$ cat config.mk
export PLATFORM = sky130hd
export DESIGN_NAME = pipe_stall_ctrl_flat
export DESIGN_NICKNAME = d
export VERILOG_FILES = /design/src/rtl/pipe_stall_if.sv /design/src/rtl/pipe_stall_ctrl.sv /design/src/flat_wrapper.sv
export SDC_FILE = /design/constraint.sdc
export NUM_CORES = 1
export LEC_CHECK = 0
export CORE_AREA = 8 8 97 81
export DETAILED_ROUTE_END_ITERATION = 16
export DIE_AREA = 0 0 105 89
export PLACE_DENSITY = 0.61
export RECOVER_POWER = 50
export SETUP_SLACK_MARGIN = 0.2
export SYNTH_ARGS = -nofsm -noshare
export SYNTH_HDL_FRONTEND = slang
export SYNTH_SLANG_ARGS = --single-unit
export TNS_END_PERCENT = 100
$ cat constraint.sdc
create_clock -name clk -period 4.6 [get_ports clk]
set_input_delay 0.92 -clock clk [delete_from_list [all_inputs] [get_ports clk]]
set_output_delay 0.92 -clock clk [all_outputs]
set_load 0.005 [all_outputs]
$ cat src/rtl/pipe_stall_if.sv
// Handshake bundle between the pipeline datapath and the stall/flush sequencer.
//   master : datapath side; drives the hazard, branch and data-memory status.
//   slave  : sequencer side; drives per-stage enables and flushes, the sticky
//            memory-timeout error and the stall/flush performance counters.
interface pipe_stall_if #(
    parameter int CNT_W = 16
);
    logic             hazard_enable;  // 0 = load-use hazard
    logic             branch_taken;   // branch resolved taken in MEM
    logic             dmem_req;       // EX/MEM holds a load or store
    logic             dmem_ready;     // data memory completes this cycle
    logic             pc_en;
    logic             if_id_en;
    logic             id_ex_en;
    logic             ex_mem_en;
    logic             mem_wb_en;
    logic             if_id_flush;
    logic             id_ex_flush;
    logic             ex_mem_flush;
    logic             mem_err;
    logic [CNT_W-1:0] stall_cnt;
    logic [CNT_W-1:0] flush_cnt;

    modport master (
        output hazard_enable, branch_taken, dmem_req, dmem_ready,
        input  pc_en, if_id_en, id_ex_en, ex_mem_en, mem_wb_en,
        input  if_id_flush, id_ex_flush, ex_mem_flush,
        input  mem_err, stall_cnt, flush_cnt
    );

    modport slave (
        input  hazard_enable, branch_taken, dmem_req, dmem_ready,
        output pc_en, if_id_en, id_ex_en, ex_mem_en, mem_wb_en,
        output if_id_flush, id_ex_flush, ex_mem_flush,
        output mem_err, stall_cnt, flush_cnt
    );
endinterface

$ cat src/rtl/pipe_stall_ctrl.sv
// Central stall/flush sequencer for a 5-stage pipeline.
// Merges load-use hazards, taken-branch redirects from MEM and multi-cycle
// data-memory waits into per-stage enable/flush controls. A watchdog turns a
// memory wait of MEM_TIMEOUT consecutive stalled cycles into a sticky error
// state that only reset leaves. Saturating counters track stalled cycles
// (pc_en low) and branch-flush events.
// Ports:
//   clk   : clock, all state updates on the rising edge
//   reset : synchronous, active-high
//   bus   : pipe_stall_if.slave (status inputs, control/counter outputs)
// Control outputs are combinational from state and inputs; mem_err and the
// counters are registered.
module pipe_stall_ctrl #(
    parameter int MEM_TIMEOUT = 16,  // >= 2
    parameter int CNT_W       = 16
) (
    input  logic         clk,
    input  logic         reset,
    pipe_stall_if.slave  bus
);
    localparam int WAIT_W = (MEM_TIMEOUT > 2) ? $clog2(MEM_TIMEOUT) : 1;
    localparam logic [WAIT_W-1:0] WAIT_LAST = WAIT_W'(MEM_TIMEOUT - 1);

    typedef enum logic [1:0] {
        ST_RUN      = 2'd0,
        ST_MEM_WAIT = 2'd1,
        ST_ERROR    = 2'd2
    } state_t;

    state_t           state_q, state_d;
    logic [WAIT_W-1:0] wait_cnt_q, wait_cnt_d;
    logic             mem_err_q, mem_err_d;
    logic [CNT_W-1:0] stall_cnt_q, stall_cnt_d;
    logic [CNT_W-1:0] flush_cnt_q, flush_cnt_d;

    logic mstall;
    logic active;     // RUN or MEM_WAIT, out of reset
    logic br_flush;   // rule-2 cycle
    logic pc_en, if_id_en, id_ex_en, ex_mem_en, mem_wb_en;
    logic if_id_flush, id_ex_flush, ex_mem_flush;

    assign mstall = bus.dmem_req & ~bus.dmem_ready;

    always_comb begin
        state_d      = state_q;
        wait_cnt_d   = wait_cnt_q;
        mem_err_d    = mem_err_q;
        stall_cnt_d  = stall_cnt_q;
        flush_cnt_d  = flush_cnt_q;
        pc_en        = 1'b0;
        if_id_en     = 1'b0;
        id_ex_en     = 1'b0;
        ex_mem_en    = 1'b0;
        mem_wb_en    = 1'b0;
        if_id_flush  = 1'b0;
        id_ex_flush  = 1'b0;
        ex_mem_flush = 1'b0;
        br_flush     = 1'b0;
        active       = !reset && (state_q != ST_ERROR);

        // Priority: memory freeze > branch redirect > load-use bubble > run.
        // The ready cycle of a wait falls through to the lower rules, so a
        // branch held in EX/MEM during the freeze flushes on that cycle.
        if (active && !mstall) begin
            pc_en     = 1'b1;
            if_id_en  = 1'b1;
            id_ex_en  = 1'b1;
            ex_mem_en = 1'b1;
            mem_wb_en = 1'b1;
            if (bus.branch_taken) begin
                br_flush     = 1'b1;
                if_id_flush  = 1'b1;
                id_ex_flush  = 1'b1;
                ex_mem_flush = 1'b1;
            end else if (!bus.hazard_enable) begin
                pc_en       = 1'b0;
                if_id_en    = 1'b0;
                id_ex_flush = 1'b1;
            end
        end

        case (state_q)
            ST_RUN: begin
                if (mstall) begin
                    state_d    = ST_MEM_WAIT;
                    wait_cnt_d = WAIT_W'(1);
                end
            end
            ST_MEM_WAIT: begin
                if (!mstall) begin
                    state_d = ST_RUN;
                end else if (wait_cnt_q == WAIT_LAST) begin
                    state_d = ST_ERROR;
                end else begin
                    wait_cnt_d = wait_cnt_q + WAIT_W'(1);
                end
            end
            default: state_d = ST_ERROR;
        endcase

        if (state_d == ST_ERROR) mem_err_d = 1'b1;

        if (active && !pc_en && (stall_cnt_q != '1))
            stall_cnt_d = stall_cnt_q + CNT_W'(1);
        if (br_flush && (flush_cnt_q != '1))
            flush_cnt_d = flush_cnt_q + CNT_W'(1);
    end

    always_ff @(posedge clk) begin
        if (reset) begin
            state_q     <= ST_RUN;
            wait_cnt_q  <= '0;
            mem_err_q   <= 1'b0;
            stall_cnt_q <= '0;
            flush_cnt_q <= '0;
        end else begin
            state_q     <= state_d;
            wait_cnt_q  <= wait_cnt_d;
            mem_err_q   <= mem_err_d;
            stall_cnt_q <= stall_cnt_d;
            flush_cnt_q <= flush_cnt_d;
        end
    end

    assign bus.pc_en        = pc_en;
    assign bus.if_id_en     = if_id_en;
    assign bus.id_ex_en     = id_ex_en;
    assign bus.ex_mem_en    = ex_mem_en;
    assign bus.mem_wb_en    = mem_wb_en;
    assign bus.if_id_flush  = if_id_flush;
    assign bus.id_ex_flush  = id_ex_flush;
    assign bus.ex_mem_flush = ex_mem_flush;
    assign bus.mem_err      = mem_err_q;
    assign bus.stall_cnt    = stall_cnt_q;
    assign bus.flush_cnt    = flush_cnt_q;
endmodule
$ cat src/flat_wrapper.sv
// flat-port wrapper written by rule: the top's interface ports become plain ports
module pipe_stall_ctrl_flat 
#(
    parameter int MEM_TIMEOUT = 16,         
    parameter int CNT_W       = 16
)
  (clk, reset, bus_hazard_enable, bus_branch_taken, bus_dmem_req, bus_dmem_ready, bus_pc_en, bus_if_id_en, bus_id_ex_en, bus_ex_mem_en, bus_mem_wb_en, bus_if_id_flush, bus_id_ex_flush, bus_ex_mem_flush, bus_mem_err, bus_stall_cnt, bus_flush_cnt);
  pipe_stall_if #(.CNT_W(CNT_W)) bus_i ();
  input  logic clk;
  input  logic reset;
  input wire logic [$bits(bus_i.hazard_enable)-1:0] bus_hazard_enable;
  input wire logic [$bits(bus_i.branch_taken)-1:0] bus_branch_taken;
  input wire logic [$bits(bus_i.dmem_req)-1:0] bus_dmem_req;
  input wire logic [$bits(bus_i.dmem_ready)-1:0] bus_dmem_ready;
  output wire logic [$bits(bus_i.pc_en)-1:0] bus_pc_en;
  output wire logic [$bits(bus_i.if_id_en)-1:0] bus_if_id_en;
  output wire logic [$bits(bus_i.id_ex_en)-1:0] bus_id_ex_en;
  output wire logic [$bits(bus_i.ex_mem_en)-1:0] bus_ex_mem_en;
  output wire logic [$bits(bus_i.mem_wb_en)-1:0] bus_mem_wb_en;
  output wire logic [$bits(bus_i.if_id_flush)-1:0] bus_if_id_flush;
  output wire logic [$bits(bus_i.id_ex_flush)-1:0] bus_id_ex_flush;
  output wire logic [$bits(bus_i.ex_mem_flush)-1:0] bus_ex_mem_flush;
  output wire logic [$bits(bus_i.mem_err)-1:0] bus_mem_err;
  output wire logic [$bits(bus_i.stall_cnt)-1:0] bus_stall_cnt;
  output wire logic [$bits(bus_i.flush_cnt)-1:0] bus_flush_cnt;
  assign bus_i.hazard_enable = bus_hazard_enable;
  assign bus_i.branch_taken = bus_branch_taken;
  assign bus_i.dmem_req = bus_dmem_req;
  assign bus_i.dmem_ready = bus_dmem_ready;
  assign bus_pc_en = bus_i.pc_en;
  assign bus_if_id_en = bus_i.if_id_en;
  assign bus_id_ex_en = bus_i.id_ex_en;
  assign bus_ex_mem_en = bus_i.ex_mem_en;
  assign bus_mem_wb_en = bus_i.mem_wb_en;
  assign bus_if_id_flush = bus_i.if_id_flush;
  assign bus_id_ex_flush = bus_i.id_ex_flush;
  assign bus_ex_mem_flush = bus_i.ex_mem_flush;
  assign bus_mem_err = bus_i.mem_err;
  assign bus_stall_cnt = bus_i.stall_cnt;
  assign bus_flush_cnt = bus_i.flush_cnt;
  pipe_stall_ctrl #(.MEM_TIMEOUT(MEM_TIMEOUT), .CNT_W(CNT_W)) u_core (.clk(clk), .reset(reset), .bus(bus_i));
endmodule
; Word-level counts from Yosys, hierarchy flattened
; Index checks and enable logic that the tools add are counted.
[totals]
out_inout_bits = 41
regBits = 39
word_cells = 47
input_bits = 6
[classes]
n_addsub = 3
bitwise_logic = 2
reduce_logical = 11
n_mux = 17
eq_ne = 9
[op_table]
columns = op, count
row1 = $add A16 B1 Y16 const B, 2
row2 = $ne A16 B16 Y1 const B, 2
row3 = $mux W4, 3
row4 = $mux W1, 9
row5 = $pmux W4 S2, 1
row6 = $mux W2, 3
row7 = $logic_and A1 B1 Y1, 5
row8 = $add A4 B1 Y4 const B, 1
row9 = $eq A4 B4 Y1 const B, 1
row10 = $ne A2 B1 Y1 const B, 2
row11 = $ne A2 B2 Y1 const B, 2
row12 = $pmux W2 S2, 1
row13 = $reduce_and A4 Y1, 1
row14 = $logic_not A1 Y1, 3
row15 = $eq A2 B1 Y1 const B, 1
row16 = $eq A2 B2 Y1 const B, 1
row17 = $logic_not A2 Y1, 1
row18 = $reduce_bool A2 Y1, 1
row19 = $and A1 B1 Y1, 1
row20 = $not A1 Y1, 1

; Longest topological paths before layout
; Gate-level depths: netlist (run 1).
[logic_depth]
ltp_word = 8
mapped_depth = 7

; Worst setup path after synthesis (run 1)
; Ideal clock, no wire load.
[synth_timing]
kind = input to output
startpoint = input port bus_dmem_ready
endpoint = output port bus_if_id_flush
n_path_buf = 3
stages = 6
t_arrival_ns = 1.889
setup_slack_ns = 1.791
path_cell_list = nand2b_1 > clkbuf_1 > nand4_1 > clkbuf_1 > inv_1 > buf_4
[synth_between]
elab_chain_cells = 5
[synth_lines]
columns = element, line
row1 = "start, declared", flat_wrapper.sv:14  ; input wire logic [$bits(bus_i.dmem_ready)-1:0] bus_dmem_ready;
row2 = $not A1 Y1, pipe_stall_ctrl.sv:42  ; assign mstall = bus.dmem_req & ~bus.dmem_ready;
row3 = $and A1 B1 Y1, pipe_stall_ctrl.sv:42
row4 = $logic_not A1 Y1, pipe_stall_ctrl.sv:64  ; if (active && !mstall) begin
row5 = $logic_and A1 B1 Y1, pipe_stall_ctrl.sv:64
row6 = $mux W1, -
row7 = "end, declared", flat_wrapper.sv:20  ; output wire logic [$bits(bus_i.if_id_flush)-1:0] bus_if_id_flush;
; Every way passes these cells.

; Worst setup path after layout (run 1)
[layout_timing]
startpoint = input port bus_dmem_ready
endpoint = output port bus_if_id_flush
[layout_between]
elab_chain_cells = 5
[layout_lines]
columns = element, line
row1 = $not A1 Y1, pipe_stall_ctrl.sv:42
row2 = $and A1 B1 Y1, pipe_stall_ctrl.sv:42
row3 = $logic_not A1 Y1, pipe_stall_ctrl.sv:64
row4 = $logic_and A1 B1 Y1, pipe_stall_ctrl.sv:64
row5 = $mux W1, pipe_stall_ctrl.sv:64
; Every way passes these cells.

==> results of run 1 <==
-- per-stage QoR --
step	util [%]	cell area, um^2	std cells	setup slack, ns	power, mW
3_5_place_dp	42.4	2650	374	1.00	0.402
2_1_floorplan	-	2140	257	1.79	0.379
6_report	44.0	2750	382	0.661	0.646
5_1_grt	44.0	2750	382	0.481	0.678
3_3_place_gp	42.4	2650	374	1.04	0.401
4_1_cts	44.1	2750	382	1.01	0.660
-- power breakdown --
group	switching, mW	internal (mW)	total [mW]
combinational	0.0256	0.0222	0.0478
clock	0.117	0.137	0.254
sequential	0.00389	0.340	0.344
total	0.147	0.499	0.646
-- layer usage --
metal  up-vias  part of all wire, %  GRT usage [%]
met3         5                  4.6           3.53
met4         0                 0.86           4.26
met5         -                    0              0
met1       914                   52           15.2
met2        32                   43           18.5
li1       1045                    -              -
-- cell type report --
cell class	count	area [um^2]	area share, %
clock buffers	8	100	3.64
inverters	9	33.8	1.23
multi-input cells	193	1250	45.4
flip-flops and latches	39	781	28.4
well taps	84	105	3.83
repair buffers	49	479	17.4
-- worst reg2reg max path, delay by kind of cell (launching register included) --
kind / cells / cell delay [ns]
AO/OA/AOI/OAI: 1 / 0.90
AND/OR/NAND/NOR: 2 / 0.58
flip-flops: 1 / 0.41
multiplexers: 1 / 0.33
adder cells (fa/ha/maj): 1 / 0.21
-- kinds of logic (layout without fill, tap and decap cells) --
group / after synthesis / in the layout / share of synthesized area, %
AOI/OAI and AO/OA: 41 / 41 / 12.5
and+or+nand+nor: 132 / 132 / 35.5
adders and majority gates: 3 / 3 / 1.75
muxes: 17 / 17 / 8.66
DFF: 39 / 39 / 36.5
buffers and inverters: 25 / 66 / 5.15
-- state kept, by name, indices dropped and copies added, names as in the netlist --
| register | count |
|---|---|
| u_core.bus.flush_cnt | 16 |
| u_core.bus.mem_err | 1 |
| u_core.bus.stall_cnt | 16 |
| u_core.state_q | 2 |
| u_core.wait_cnt_q | 4 |
-- Yosys cell counts, drive strengths merged, types with 3 or more instances --
master	n	area, um^2
nor2b	15	93.8
or4	6	45.0
dfxtp	39	781
nor3	9	45.0
and4	6	52.6
nor2	21	78.8
mux2i	5	50.1
and3	5	31.3
o21ai	6	30.0
nor4	11	75.1
nand2	16	60.1
o311ai	3	26.3
a21oi	14	70.1
clkbuf	11	41.3
nand3	14	70.1
o31ai	5	37.5
nand4	12	81.3
inv	9	33.8
ha	3	37.5
or3	5	31.3
buf	5	35.0
a211oi	4	30.0
mux2	12	135
-- how the worst max path moves through the flow --
stage	start	endpoint	slack, ns	depth (start not counted)
after floorplan	bus_dmem_ready	bus_if_id_flush	1.79	6
after global placement	reset	bus_ex_mem_flush	1.04	6
after detailed placement	bus_dmem_ready	bus_if_id_flush	1.00	6
after CTS	bus_dmem_ready	bus_ex_mem_flush	1.01	6
after global routing	bus_dmem_ready	bus_if_id_flush	0.48	6
final	bus_dmem_ready	bus_if_id_flush	0.66	6
==> impl_metrics.env, run 1 <==
export IMPL_status="finished clean"
export IMPL_initial_core_util_pct=34.3
export IMPL_ir_drop_mv=0.101
export IMPL_core_area_um2=6250
export IMPL_netlist_instances=257
export IMPL_yosysUniqueCellTypes=43
export IMPL_r2r_end="u_core.bus.stall_cnt[10]"
export IMPL_drcViolationCount=0
export IMPL_regToRegSetupSlack_ns=2.07
export IMPL_fin_setup_tns_ns=0
export IMPL_setup_viol=0
export IMPL_skew_ns=0.00299
export IMPL_avgSynthCellArea_um2=8.33
export IMPL_maxSlewViolCount=0
export IMPL_dr_total_vias=1996
export IMPL_critical_path_class="in2out"
export IMPL_ctsHoldBuffers=0
export IMPL_clk_path_buf_depth=2
export IMPL_hold_path_depth=2
export IMPL_p_per_area_nw_per_um2=235
export IMPL_clkTransAtPathRegs_ns=0.07
export IMPL_clk_latency_ns=0.29
export IMPL_whs_ns=0.447
export IMPL_layout_commonest_cell="dfxtp_1"
export IMPL_first_global_vias=1941
export IMPL_worst_ep_arrival_time_ns=3.02
export IMPL_cpMaxStageDelayCell="dlygate4sd3_1"
export IMPL_crit_buf_inv=4
export IMPL_rows=26
export IMPL_first_pass_iters=4
export IMPL_grt_max_degree=45
export IMPL_die_w_um=105
export IMPL_syn2layout_area_growth_pct=28.4
export IMPL_cts_tree="done"
export IMPL_ys_flop_type="dfxtp_1"
export IMPL_hold_path_end="u_core.bus.mem_err"
export IMPL_post_cts_buffers=0
export IMPL_yosysSeqAreaShare_pct=36.5
export IMPL_slowest_delay_ns=0.57
export IMPL_ys_ff_latch=39
export IMPL_critPathLaunchType="input port"
export IMPL_cp_top_family="buffers and inverters"
export IMPL_fmax_mhz=254
export IMPL_synthArstFlopShare_pct=0
export IMPL_final_fill_count=630
export IMPL_finalHoldViolations=0
export IMPL_crit_fanout=14
export IMPL_drive_gt1_share_pct=8.05
export IMPL_io_buffers=46
export IMPL_place_hpwl_um=3980
export IMPL_gp_congestion=0.829
export IMPL_die_area_um2=9350
export IMPL_grt_pass1_wl_um=9230
export IMPL_maxCapViolations=0
export IMPL_hold_path_class="reg2reg"
export IMPL_hold_start="u_core.bus.mem_err"
export IMPL_yosysWarnings=0
export IMPL_synth_edf_count=0
export IMPL_ios=47
export IMPL_viasPerCell=5.23
export IMPL_final_cell_mix="dfxtp_1 (39), dlygate4sd3_1 (34), nor2_1 (21)"
export IMPL_die_height_um=89
export IMPL_cts_resized=0
export IMPL_cts_htree_levels=2
export IMPL_critical_path_required_ns=3.68
export IMPL_cts_root_buf="clkbuf_8"
export IMPL_grt_use_total_pct=11.8
export IMPL_wl_per_cell_um=14.1
export IMPL_synth_nets=266
export IMPL_antenna_found_initial=0
export IMPL_cp_end_kind="primary output"
export IMPL_gr_total_overflow=0
export IMPL_worstMarginPinSlew_ns=1.13
export IMPL_numCtsBuffers=5
export IMPL_min_period_over_period_pct=85.6
export IMPL_rsz0062_at_grt="false"
export IMPL_r2r_cells=5
export IMPL_reg2reg_from="u_core.bus.stall_cnt[0]"
export IMPL_syn_area_um2=2140
export IMPL_drtIter0Drc=67
export IMPL_cellLeakagePower_nw=1.04
export IMPL_slew_limit_headroom_pct=24.0
export IMPL_diodes=0
export IMPL_antenna_left=0
export IMPL_cts_sinks=39
export IMPL_fin_crit_ns=3.94
export IMPL_path_cells="dlygate4sd3_1 -> nand2b_1 -> nand4_1 -> clkbuf_1 -> inv_1 -> clkdlybuf4s50_1"
export IMPL_routed_wl_um=5370
export IMPL_layout_nets=306
Note: power is estimated with default switching activity, not from simulation.
==> run 2: changes to the inputs <==
--- a/config.mk
+++ b/config.mk
@@ -5,9 +5,9 @@
 export SDC_FILE = /design/constraint.sdc
 export NUM_CORES = 1
 export LEC_CHECK = 0
-export CORE_AREA = 8 8 97 81
+export CORE_AREA = 5 5 94 78
 export DETAILED_ROUTE_END_ITERATION = 16
-export DIE_AREA = 0 0 105 89
+export DIE_AREA = 0 0 99 83
 export PLACE_DENSITY = 0.61
 export RECOVER_POWER = 50
 export SETUP_SLACK_MARGIN = 0.2
==> impl_metrics.env, run 2 (synthesis results as in run 1) <==
export IMPL_worstMarginPinSlew_ns=1.18
export IMPL_fmax_mhz=255
export IMPL_dr_total_vias=2053
export IMPL_post_route_util_pct=43.3
export IMPL_cts_htree_levels=2
export IMPL_diodes=0
export IMPL_cts_root_buf="clkbuf_8"
export IMPL_syn2layout_area_growth_pct=27.1
export IMPL_first_pass_iters=4
export IMPL_initial_core_util_pct=34.1
export IMPL_die_height_um=83
export IMPL_cts_resized=0
export IMPL_die_area_um2=8220
export IMPL_numCtsBuffers=5
export IMPL_gp_congestion=0.798
export IMPL_layout_commonest_cell="dfxtp_1"
export IMPL_path_cells="dlygate4sd3_1 -> nand2b_1 -> nand4_1 -> clkbuf_1 -> inv_1 -> clkdlybuf4s50_1"
export IMPL_hold_path_class="reg2reg"
export IMPL_status="finished clean"
export IMPL_slew_limit_headroom_pct=20.6
export IMPL_p_per_area_nw_per_um2=224
export IMPL_layout_nets=306
export IMPL_place_area_um2=2650
export IMPL_min_period_over_period_pct=85.3
export IMPL_antenna_found_initial=0
export IMPL_routed_wl_um=5290
export IMPL_cpMaxStageDelayCell="dlygate4sd3_1"
export IMPL_first_global_vias=1848
export IMPL_grt_pass1_wl_um=9120
export IMPL_drive_gt1_share_pct=7.43
export IMPL_cellLeakagePower_nw=1.02
export IMPL_grt_use_total_pct=13.1
export IMPL_critPathLaunchType="input port"
export IMPL_wl_per_cell_um=13.9
export IMPL_worst_ep_arrival_time_ns=3.01
export IMPL_critical_path_required_ns=3.68
export IMPL_cts_sinks=39
export IMPL_grt_max_degree=45
export IMPL_place_hpwl_um=3830
export IMPL_place_ws_ns=1.00
export IMPL_crit_fanout=14
export IMPL_ctsHoldBuffers=0
export IMPL_gr_total_overflow=0
export IMPL_maxSlewViolCount=0
export IMPL_drcViolationCount=0
export IMPL_fin_crit_ns=3.93
export IMPL_rsz0062_at_grt="false"
export IMPL_cts_tree="done"
export IMPL_crit_buf_inv=4
export IMPL_cp_top_family="buffers and inverters"
export IMPL_final_cell_mix="dfxtp_1 (39), dlygate4sd3_1 (34), nor2_1 (21)"
export IMPL_skew_ns=0.00820
export IMPL_fin_setup_tns_ns=0
export IMPL_critical_path_class="in2out"
export IMPL_final_fill_count=625
export IMPL_clk_path_buf_depth=2
export IMPL_clk_latency_ns=0.29
export IMPL_ir_drop_mv=0.137
export IMPL_die_w_um=99
export IMPL_cp_end_kind="primary output"
export IMPL_ios=47
export IMPL_slowest_delay_ns=0.56
export IMPL_antenna_left=0
export IMPL_io_buffers=46
export IMPL_setup_viol=0
export IMPL_core_area_um2=6280
export IMPL_maxCapViolations=0
export IMPL_whs_ns=0.447
export IMPL_post_cts_buffers=0
export IMPL_viasPerCell=5.40
export IMPL_setup_slack_ns=0.675
export IMPL_finalHoldViolations=0
export IMPL_drtIter0Drc=99
export IMPL_rows=26
export IMPL_clkTransAtPathRegs_ns=0.07
export IMPL_design_area_um2=2720
[run 2: cell count changes in the layout (fill, tap and decap cells not counted)]
cell      before  now
clkbuf_8       7    5
[run 2: cell type report]
type,count,area (um^2),area share (%)
clock buffers,6,72.6,2.67
inverters,9,33.8,1.24
multi-input cells,193,1250,45.9
flip-flops and latches,39,781,28.7
well taps,84,105,3.86
repair buffers,49,479,17.6
[run 2: power by group]
part           switching (mW)  internal [mW]  total [mW]
Sequential            0.00359          0.340       0.344
Combinational          0.0256         0.0222      0.0478
Clock                   0.116          0.101       0.217
[run 2: metrics by stage]
step | std cells | total power, mW
4_1_cts | 380 | 0.619
6_report | 380 | 0.609
5_1_grt | 380 | 0.639
3_3_place_gp | 374 | 0.400
2_1_floorplan | 257 | 0.379
3_5_place_dp | 374 | 0.401
[run 2: path summary, 6_finish.rpt]
path | from | endpoint | slack, ns | cells past startpoint
worst min register to register | u_core.bus.mem_err | u_core.bus.mem_err | 0.45 | 2
worst max-delay path | bus_dmem_ready | bus_if_id_flush | 0.67 | 6
worst max register to register | u_core.bus.stall_cnt[0] | u_core.bus.stall_cnt[10] | 2.13 | 5
worst min-delay path | u_core.bus.mem_err | u_core.bus.mem_err | 0.45 | 2
[run 2: worst min-delay path, cell delays in order (launching register included)]
cell,delay (ns)
dfxtp_1,0.31
inv_1,0.04
a21oi_1,0.05
[run 2: metal layers]
| layer | vias to the layer above | track usage (%) | part of all wire (%) |
|---|---|---|---|
| met5 | - | 0 | 0 |
| met4 | 0 | 2.61 | 0.81 |
| met3 | 6 | 3.94 | 4.2 |
| met2 | 44 | 19.5 | 44 |
| met1 | 961 | 18.8 | 51 |
| li1 | 1042 | - | - |
==> run 3: changes to the inputs <==
--- a/config.mk
+++ b/config.mk
@@ -5,10 +5,11 @@
 export SDC_FILE = /design/constraint.sdc
 export NUM_CORES = 1
 export LEC_CHECK = 0
-export CORE_AREA = 5 5 94 78
+export ABC_AREA = 1
+export CORE_AREA = 5 5 98 82
 export DETAILED_ROUTE_END_ITERATION = 16
-export DIE_AREA = 0 0 99 83
-export PLACE_DENSITY = 0.61
+export DIE_AREA = 0 0 103 87
+export PLACE_DENSITY = 0.6
 export RECOVER_POWER = 50
 export SETUP_SLACK_MARGIN = 0.2
 export SYNTH_ARGS = -nofsm -noshare
==> impl_metrics.env, run 3 <==
export IMPL_ios=47
export IMPL_fin_setup_tns_ns=0
export IMPL_clk_latency_ns=0.29
export IMPL_numCtsBuffers=5
export IMPL_antenna_found_initial=0
export IMPL_fmax_mhz=289
export IMPL_die_height_um=87
export IMPL_rows=28
export IMPL_routed_wl_um=5860
export IMPL_synth_most_common_cell="nand2_1"
export IMPL_first_pass_iters=4
export IMPL_rsz0062_at_grt="false"
export IMPL_cts_tree="done"
export IMPL_synth_top_area_share_pct=32.9
export IMPL_status="complete, but fails checks"
export IMPL_r2r_cells=7
export IMPL_violations="max-capacitance violations, max-slew violations"
export IMPL_dp_cells=484
export IMPL_hold_path_class="reg2reg"
export IMPL_p_per_area_nw_per_um2=225
export IMPL_instances_no_fill=492
export IMPL_io_buffers=46
export IMPL_critical_path_class="in2out"
export IMPL_die_w_um=103
export IMPL_cts_htree_levels=2
export IMPL_place_hpwl_um=4230
export IMPL_yosysWarnings=0
export IMPL_diodes=0
export IMPL_viasPerCell=4.62
export IMPL_ys_flop_type="dfxtp_1"
export IMPL_setup_slack_ns=1.14
export IMPL_clk_path_buf_depth=2
export IMPL_layout_nets=410
export IMPL_cellLeakagePower_nw=1.11
export IMPL_skew_ns=0.00695
export IMPL_core_area_um2=7080
export IMPL_dr_total_vias=2275
export IMPL_cp_end_kind="primary output"
export IMPL_yosysUniqueCellTypes=26
export IMPL_yosys_top_cells_area="dfxtp_1 (33%), nand2_1 (19%), nor2_1 (8.1%)"
export IMPL_yosysTopAreaCell="dfxtp_1"
export IMPL_swShare_pct=24.4
export IMPL_ir_drop_mv=0.146
export IMPL_antenna_left=0
export IMPL_post_cts_buffers=0
export IMPL_critical_path_required_ns=3.68
export IMPL_first_global_vias=2140
export IMPL_gp_congestion=0.788
export IMPL_setup_viol=0
export IMPL_synth_nets=368
export IMPL_avgSynthCellArea_um2=6.60
export IMPL_die_area_um2=8960
export IMPL_syn2layout_area_growth_pct=24.0
export IMPL_drtIter0Drc=78
export IMPL_min_period_over_period_pct=75.3
export IMPL_clkTransAtPathRegs_ns=0.08
export IMPL_netlist_instances=359
export IMPL_grt_use_total_pct=13.7
export IMPL_grt_max_degree=28
export IMPL_place_ws_ns=1.25
export IMPL_finalPower_mw=0.661
export IMPL_drive_gt1_share_pct=9.45
export IMPL_cts_resized=0
export IMPL_p_clk_share_pct=39.5
export IMPL_combPwrFrac_pct=8.2
export IMPL_seqPwrFrac_pct=52.3
export IMPL_worstMarginPinSlew_ns=1.53
export IMPL_layout_commonest_cell="nand2_1"
export IMPL_fin_crit_ns=3.46
export IMPL_p_switching_mw=0.161
export IMPL_worst_ep_arrival_time_ns=2.54
export IMPL_finalHoldViolations=0
export IMPL_synthArstFlopShare_pct=0
export IMPL_maxSlewViolCount=28
export IMPL_synth_edf_count=0
export IMPL_drcViolationCount=0
export IMPL_grt_pass1_wl_um=9910
export IMPL_synth_commonest_cells="nand2_1 (118), nor2_1 (51), dfxtp_1 (39)"
export IMPL_internal_power_mw=0.500
export IMPL_slew_limit_headroom_pct=-2.09
export IMPL_ctsHoldBuffers=0
export IMPL_cts_root_buf="clkbuf_8"
export IMPL_maxCapViolations=1
export IMPL_ys_ff_latch=39
export IMPL_initial_core_util_pct=33.5
export IMPL_syn_area_um2=2370
export IMPL_yosysSeqAreaShare_pct=32.9
export IMPL_crit_fanout=3
export IMPL_wl_per_cell_um=11.9
export IMPL_hold_path_depth=2
export IMPL_critPathLaunchType="input port"
export IMPL_gr_total_overflow=0
export IMPL_final_cell_mix="nand2_1 (118), nor2_1 (52), dfxtp_1 (39)"
export IMPL_cts_sinks=39
-- run 3: cell types whose count changed after synthesis, sizes merged, moves of 8 or more --
cell    change
nand2     +111
inv        +23
nor2       +40
clkbuf      -8
xor2        +8
mux2       -12
nor4       -11
nor2b      -15
a21oi      +16
o21ai       +9
-- run 3: critical path, stage by stage --
cell,delay [ns]
dlygate4sd3_1,0.58
a21oi_1,0.21
nand2_1,0.14
nor2_2,0.17
clkdlybuf4s50_1,0.53
-- run 3: final cells by class --
type	count	area (um^2)
clock buffers	8	100
fillers	758	4140
inverters	32	125
multi-input cells	276	1360
flip-flops and latches	39	781
well taps	90	113
repair buffers	47	464
-- run 3: path summary, 6_finish.rpt --
path,start,end,slack (ns)
max,reset,bus_ex_mem_flush,1.14
min,u_core.bus.mem_err,u_core.bus.mem_err,0.46
max reg2reg,u_core.bus.flush_cnt[0],u_core.bus.flush_cnt[7],2.70
min reg2reg,u_core.bus.mem_err,u_core.bus.mem_err,0.46
-- run 3: cell families (layout without fill, tap and decap cells) --
kind of cell / Yosys count / after routing / synth area share [%]
AND/OR/NAND/NOR: 214 / 214 / 39.3
AO/OA/AOI/OAI: 45 / 45 / 11.2
buffers and inverters: 44 / 87 / 9.77
flip-flops: 39 / 39 / 32.9
XOR/XNOR: 14 / 14 / 5.17
adder cells (fa/ha/maj): 3 / 3 / 1.58
-- run 3: layer usage --
| metal | up-vias | wire length [um] | part of all wire, % | GRT usage (%) |
|---|---|---|---|---|
| met2 | 38 | 2560 | 44 | 21.7 |
| met3 | 4 | 258 | 4.4 | 3.28 |
| li1 | 1207 | - | - | - |
| met4 | 0 | 63 | 1.1 | 4.00 |
| met5 | - | 0 | 0 | 0 |
| met1 | 1026 | 2980 | 51 | 18.5 |
-- run 3: power by group through the flow --
stage	logic, mW	clock network (mW)	registers, mW
floorplan	0.0389	0	0.352
global placement	0.0568	0	0.353
detailed placement	0.0575	0	0.353
CTS	0.0576	0.270	0.345
global route	0.0604	0.282	0.346
finish	0.0544	0.261	0.345
-- run 3: stage by stage --
step	area (um^2)	hold slack (ns)	util, %
finish	2940	0.464	41.5
floorplan	2370	0.452	-
CTS	2940	0.465	41.6
global route	2940	0.485	41.5
global placement	2840	0.440	40.2
detailed placement	2840	0.445	40.2
